===== config.mk =====
export PLATFORM = sky130hd
export DESIGN_NAME = truth_table_scanner
export DESIGN_NICKNAME = d
export VERILOG_FILES = /design/src/rtl/tts_pkg.sv /design/src/rtl/tts_settle_timer.sv /design/src/rtl/truth_table_scanner.sv
export SDC_FILE = /design/constraint.sdc
export NUM_CORES = 1
export LEC_CHECK = 0
export CAP_MARGIN = 20
export CORE_ASPECT_RATIO = 1.4
export CORE_MARGIN = 5
export CORE_UTILIZATION = 40
export DETAILED_ROUTE_END_ITERATION = 8
export PLACE_DENSITY_LB_ADDON = 0.15
export SLEW_MARGIN = 10
export SYNTH_ARGS = -nofsm -noshare
export SYNTH_HDL_FRONTEND = slang
export SYNTH_HIERARCHICAL = 1
export SYNTH_SLANG_ARGS = --single-unit

===== constraint.sdc =====
create_clock -name clk -period 1.9 [get_ports clk]
set_input_delay 0.475 -clock clk [delete_from_list [all_inputs] [get_ports clk]]
set_output_delay 0.475 -clock clk [all_outputs]
set_load 0.01 [all_outputs]

===== src/rtl/tts_pkg.sv =====
// Shared types and constants for the truth-table scanner.
// Holds the scan FSM state encoding, the settle counter width and a
// helper that turns an input count into a truth-table width.
package tts_pkg;

  typedef enum logic [1:0] {
    IDLE,
    DRIVE,
    SAMPLE,
    DONE
  } tts_state_t;

  localparam int TTS_MAX_IN = 4;
  localparam int TTS_CNT_W  = 4;

  // Number of rows in the truth table of an nIn-input function; inputs
  // beyond the supported maximum are clamped.
  function automatic int ttsTableWidth(input int nIn);
    return 1 << ((nIn > TTS_MAX_IN) ? TTS_MAX_IN : nIn);
  endfunction

endpackage


===== src/rtl/tts_settle_timer.sv =====
// Settle timer for the truth-table scanner.
// Loadable down-counter: loaded with SETTLE as the FSM enters DRIVE, it
// counts down once per cycle and flags the last cycle a vector must be
// held before the function output may be sampled.
module tts_settle_timer #(
  parameter int SETTLE = 1
) (
  input  logic clk,
  input  logic rst_n,
  input  logic load,
  output logic expire
);
  import tts_pkg::*;

  localparam logic [TTS_CNT_W-1:0] LOAD_VAL = TTS_CNT_W'(SETTLE);
  localparam logic [TTS_CNT_W-1:0] ONE      = TTS_CNT_W'(1);

  logic [TTS_CNT_W-1:0] count;

  // Reload on DRIVE entry, otherwise count down and park at zero.
  always_ff @(posedge clk or negedge rst_n) begin
    if (!rst_n) begin
      count <= '0;
    end else if (load) begin
      count <= LOAD_VAL;
    end else if (count != '0) begin
      count <= count - ONE;
    end
  end

  // The first DRIVE cycle sees SETTLE, so a count of one marks the final one.
  assign expire = (count == ONE);

endmodule


===== src/rtl/truth_table_scanner.sv =====
// Truth-table scanner top level.
// Walks every input vector of an attached combinational function, holds
// each one for SETTLE cycles, captures the returned Y into table_out and
// finally compares the table against the expected table latched at start.
// Optional build macro TTS_EARLY_ABORT_EN: stop the scan at the first
// captured bit that disagrees with the expected table.
module truth_table_scanner #(
  parameter int N_IN   = 4,
  parameter int SETTLE = 1
) (
  input  logic                 clk,
  input  logic                 rst_n,
  input  logic                 start,
  input  logic [2**N_IN-1:0]   expected,
  output logic [N_IN-1:0]      eval_in,
  input  logic                 eval_y,
  output logic                 busy,
  output logic                 done,
  output logic [2**N_IN-1:0]   table_out,
  output logic                 match
);
  import tts_pkg::*;

  localparam int T = ttsTableWidth(N_IN);
  localparam logic [N_IN-1:0] LAST_IDX = '1;
  localparam logic [N_IN-1:0] IDX_ONE  = N_IN'(1);

  tts_state_t        state;
  logic [N_IN-1:0]   idx;
  logic [T-1:0]      expLatched;
  logic              lastVec;
  logic              abortNow;
  logic              settleLoad;
  logic              settleExpire;

  assign lastVec = (idx == LAST_IDX);

`ifdef TTS_EARLY_ABORT_EN
  logic yMiss;
  assign yMiss    = (eval_y != expLatched[idx]);
  assign abortNow = yMiss;
`else
  assign abortNow = 1'b0;
`endif

  // The settle timer restarts whenever the FSM is about to enter DRIVE.
  assign settleLoad = ((state == IDLE) && start) ||
                      ((state == SAMPLE) && !lastVec && !abortNow);

  tts_settle_timer #(
    .SETTLE(SETTLE)
  ) uSettleTimer (
    .clk   (clk),
    .rst_n (rst_n),
    .load  (settleLoad),
    .expire(settleExpire)
  );

  // Scan sequencer with registered outputs, vector index and table capture.
  always_ff @(posedge clk or negedge rst_n) begin
    if (!rst_n) begin
      state      <= IDLE;
      idx        <= '0;
      expLatched <= '0;
      eval_in    <= '0;
      busy       <= 1'b0;
      done       <= 1'b0;
      table_out  <= '0;
      match      <= 1'b0;
    end else begin
      done <= 1'b0;
      case (state)
        IDLE: begin
          if (start) begin
            expLatched <= expected;
            table_out  <= '0;
            match      <= 1'b0;
            idx        <= '0;
            eval_in    <= '0;
            state      <= DRIVE;
          end
        end
        DRIVE: begin
          busy <= 1'b1;
          if (settleExpire) begin
            state <= SAMPLE;
          end
        end
        SAMPLE: begin
          busy           <= 1'b1;
          table_out[idx] <= eval_y;
          if (lastVec || abortNow) begin
            state <= DONE;
          end else begin
            idx     <= idx + IDX_ONE;
            eval_in <= idx + IDX_ONE;
            state   <= DRIVE;
          end
        end
        DONE: begin
          busy  <= 1'b0;
          done  <= 1'b1;
          match <= (table_out == expLatched);
          state <= IDLE;
        end
        default: begin
          state <= IDLE;
        end
      endcase
    end
  end

endmodule


==> reports/results.ini <==
[outcome]
outcome=finished, final reports clean

[worst_setup_path]
data_required_critical_path_ns=1.42
cp_cell_sequence=clkdlybuf4s50_1
worst-path-max-fanout=8
path_delay_family=buffers and inverters
critPathKind=reg -> out
crit_path_start_kind=flop
worst-path-buf-inv=1
timing.critical_path.arrival_ns=1.36
critPathMaxStageDelay_ns=0.59
slowest_stage_cell_on_the_critical_path=clkdlybuf4s50_1
timing.critical_path.to_type=output port

[sta]
rsz_0062_raised_after_global_routing=no
post-route-min-period_ns=1.83
setup-violations-final=0
fin_tns_setup_ns=0
tightestPinTransition_ns=0.357
final-max-slew-violation-count=0
setup_ws_ns=0.0653
clock.fmax_mhz=545
fin_crit_sh_pct=96.6
finalHoldViolCount=0
fin_worst_skew_ns=0.00847
max_slew_margin_pct=76.0

[routing]
post_drt_wl_per_cell_microns=14.7
post-route-drc-count=0
routed-via-count=1789
dr_wl_met2_mm=2.80
drt_wirelength_mm=5.27
drtPass1Iterations=4
met3WireLength_microns=183
route.detailed.vias_per_inst=4.98
first_iter_violations=158
wl_met1_mm=2.23
route.top_layer_used=met4
detail-route-antenna-nets=0

[floorplan]
fp.dieW_microns=73.9
floorplan_row_count=32
start_util_pct=41.4
io_pins=43
placeableCoreArea_sq_um=5530
die_height_microns=99.5
die_area_sq_um=7350

[synth]
syn_area_sq_um=2290
synth_nets=265
ys_seq_elements=45
post_synth_num_cell_types=38
synthDominantCellAreaShare_pct=49.2
synth_top_cell_by_area=dfrtp_1
synth_seq_area_share_pct=49.2
synth_edf_count=0
async_flop_share_pct=100
synth-main-ff-cell=dfrtp_1
yosys.cell_count.top_type=nand2_1
netlist_top_cells_count=nand2_1 (67), dfrtp_1 (45), xor2_1 (17)
syn_avg_cell_area_sq_um=9.57
post_synth_main_area_contributors=dfrtp_1 (49%), nand2_1 (11%), xor2_1 (6.5%)
yosys_warnings=6
postSynthCellCount=239

[cts]
htree_levels=2
clkLatencyLatePin_ns=0.30
clock_pin_slew_worst_setup_and_hold_paths_ns=0.09
cts-buffers-inserted=5
cts-resized-gates=0
cts.sink_count=45
cts.repair_timing.setup_buffer_count=0
clock_path_buffers=2
clock_tree_from_tritoncts=yes
cts-hold-fix-buffers=0
cts-root-buf=clkbuf_8

[pwr]
leakage_power_summed_over_all_cells_nw=1.42
power-per-cell-area_nw_per_um2=1200
vdd_ir_drop_max_mv=0.661
p_total_mw=3.49

[placement]
pre_cts_slack_ns=-0.0434
placement.io_buffers=42
detailed_place.area_sq_um=2830
place.detailed.hpwl_mm=3.93
gp_routability_congestion=0.783

[finish]
insertedDiodeCount=0
finalCoreUtilization_pct=52.6
drive_above_1_share_pct=10.3
post_route_cell_area_sq_um=2910
syn2layout_area_growth_pct=27.2
layout.nets=316

[global_routing]
grt_start_max_net_pins=46
first_global_vias=1885
gr_usage_total_pct=15.9
overflow_after_grt=0
antenna_found_initial=0
grt_pass1_wl_mm=9.15

[worst_hold_path]
hold_path_class=in -> async

[run]
timing.max_cap.violations=0

==> per-layer routing <==
layer,GRT usage [%],up-vias
li1,-,909
met1,19.6,851
met2,27.7,22
met3,3.24,7
met4,4.60,0
met5,0,-
==> cells in the final DEF, fill, tap and decap left out, types with 2 or more instances in the layout <==
cell / instances
nand4_1: 12
nor2_1: 7
o31ai_1: 2
nor4_1: 3
buf_4: 11
dfrtp_1: 45
o22ai_1: 2
a22o_1: 2
nor3_1: 5
ha_1: 6
clkbuf_8: 5
nand2b_1: 5
nand3_1: 4
nor2b_1: 5
inv_1: 7
clkdlybuf4s50_1: 41
o311ai_1: 3
a21oi_1: 3
nand2_1: 67
nand2_4: 2
nand2_2: 2
o211ai_1: 7
o21ai_0: 6
and3_1: 4
clkbuf_1: 2
xor2_1: 17
==> cell families after synthesis <==
group / Yosys count / share of synthesized area (%)
flops: 45 / 49.2
simple gates: 124 / 26.9
xor+xnor: 17 / 6.51
compound gates: 27 / 8.31
mux: 3 / 1.59
fa+ha+maj: 6 / 3.28
buf+inv: 17 / 4.21
==> registers in the layout, summed over array words and instances, names as in the netlist <==
signal / cells
state: 2
expLatched: 16
busy: 1
uSettleTimer/count: 4
done: 1
match: 1
idx: 4
table_out: 16
==> metrics by stage <==
stage / hold WS [ns] / cells
global placement: 0.474 / 351
finish: 0.138 / 359
CTS: 0.153 / 359
detailed placement: 0.478 / 351
global route: 0.161 / 359
floorplan: 0.179 / 239
==> worst paths after layout <==
check	start	endpoint	slack, ns	cells after the start
worst max-delay path	idx[3]	eval_in[3]	0.07	1
worst min-delay path	rst_n	expLatched[6]	0.14	2
min in group clk	expLatched[13]	expLatched[13]	0.50	2
worst max register to register	idx[0]	uSettleTimer/count[3]	0.25	6
worst min register to register	expLatched[13]	expLatched[13]	0.50	2
max in group asynchronous	rst_n	expLatched[13]	1.54	2
==> where the power goes <==
part / internal (mW) / switching [mW]
combinational: 0.658 / 0.761
sequential: 1.24 / 0.252
clock: 0.261 / 0.321
==> area by class of cell <==
| class | count | area (sq um) |
|---|---|---|
| flip-flops and latches | 45 | 1130 |
| clock buffers | 7 | 76.3 |
| fillers | 555 | 2620 |
| clock inverters | 1 | 7.51 |
| multi-input cells | 177 | 1070 |
| inverters | 7 | 26.3 |
| well taps | 68 | 85.1 |
| repair buffers | 54 | 518 |
Power figures use the tool's default switching activity.
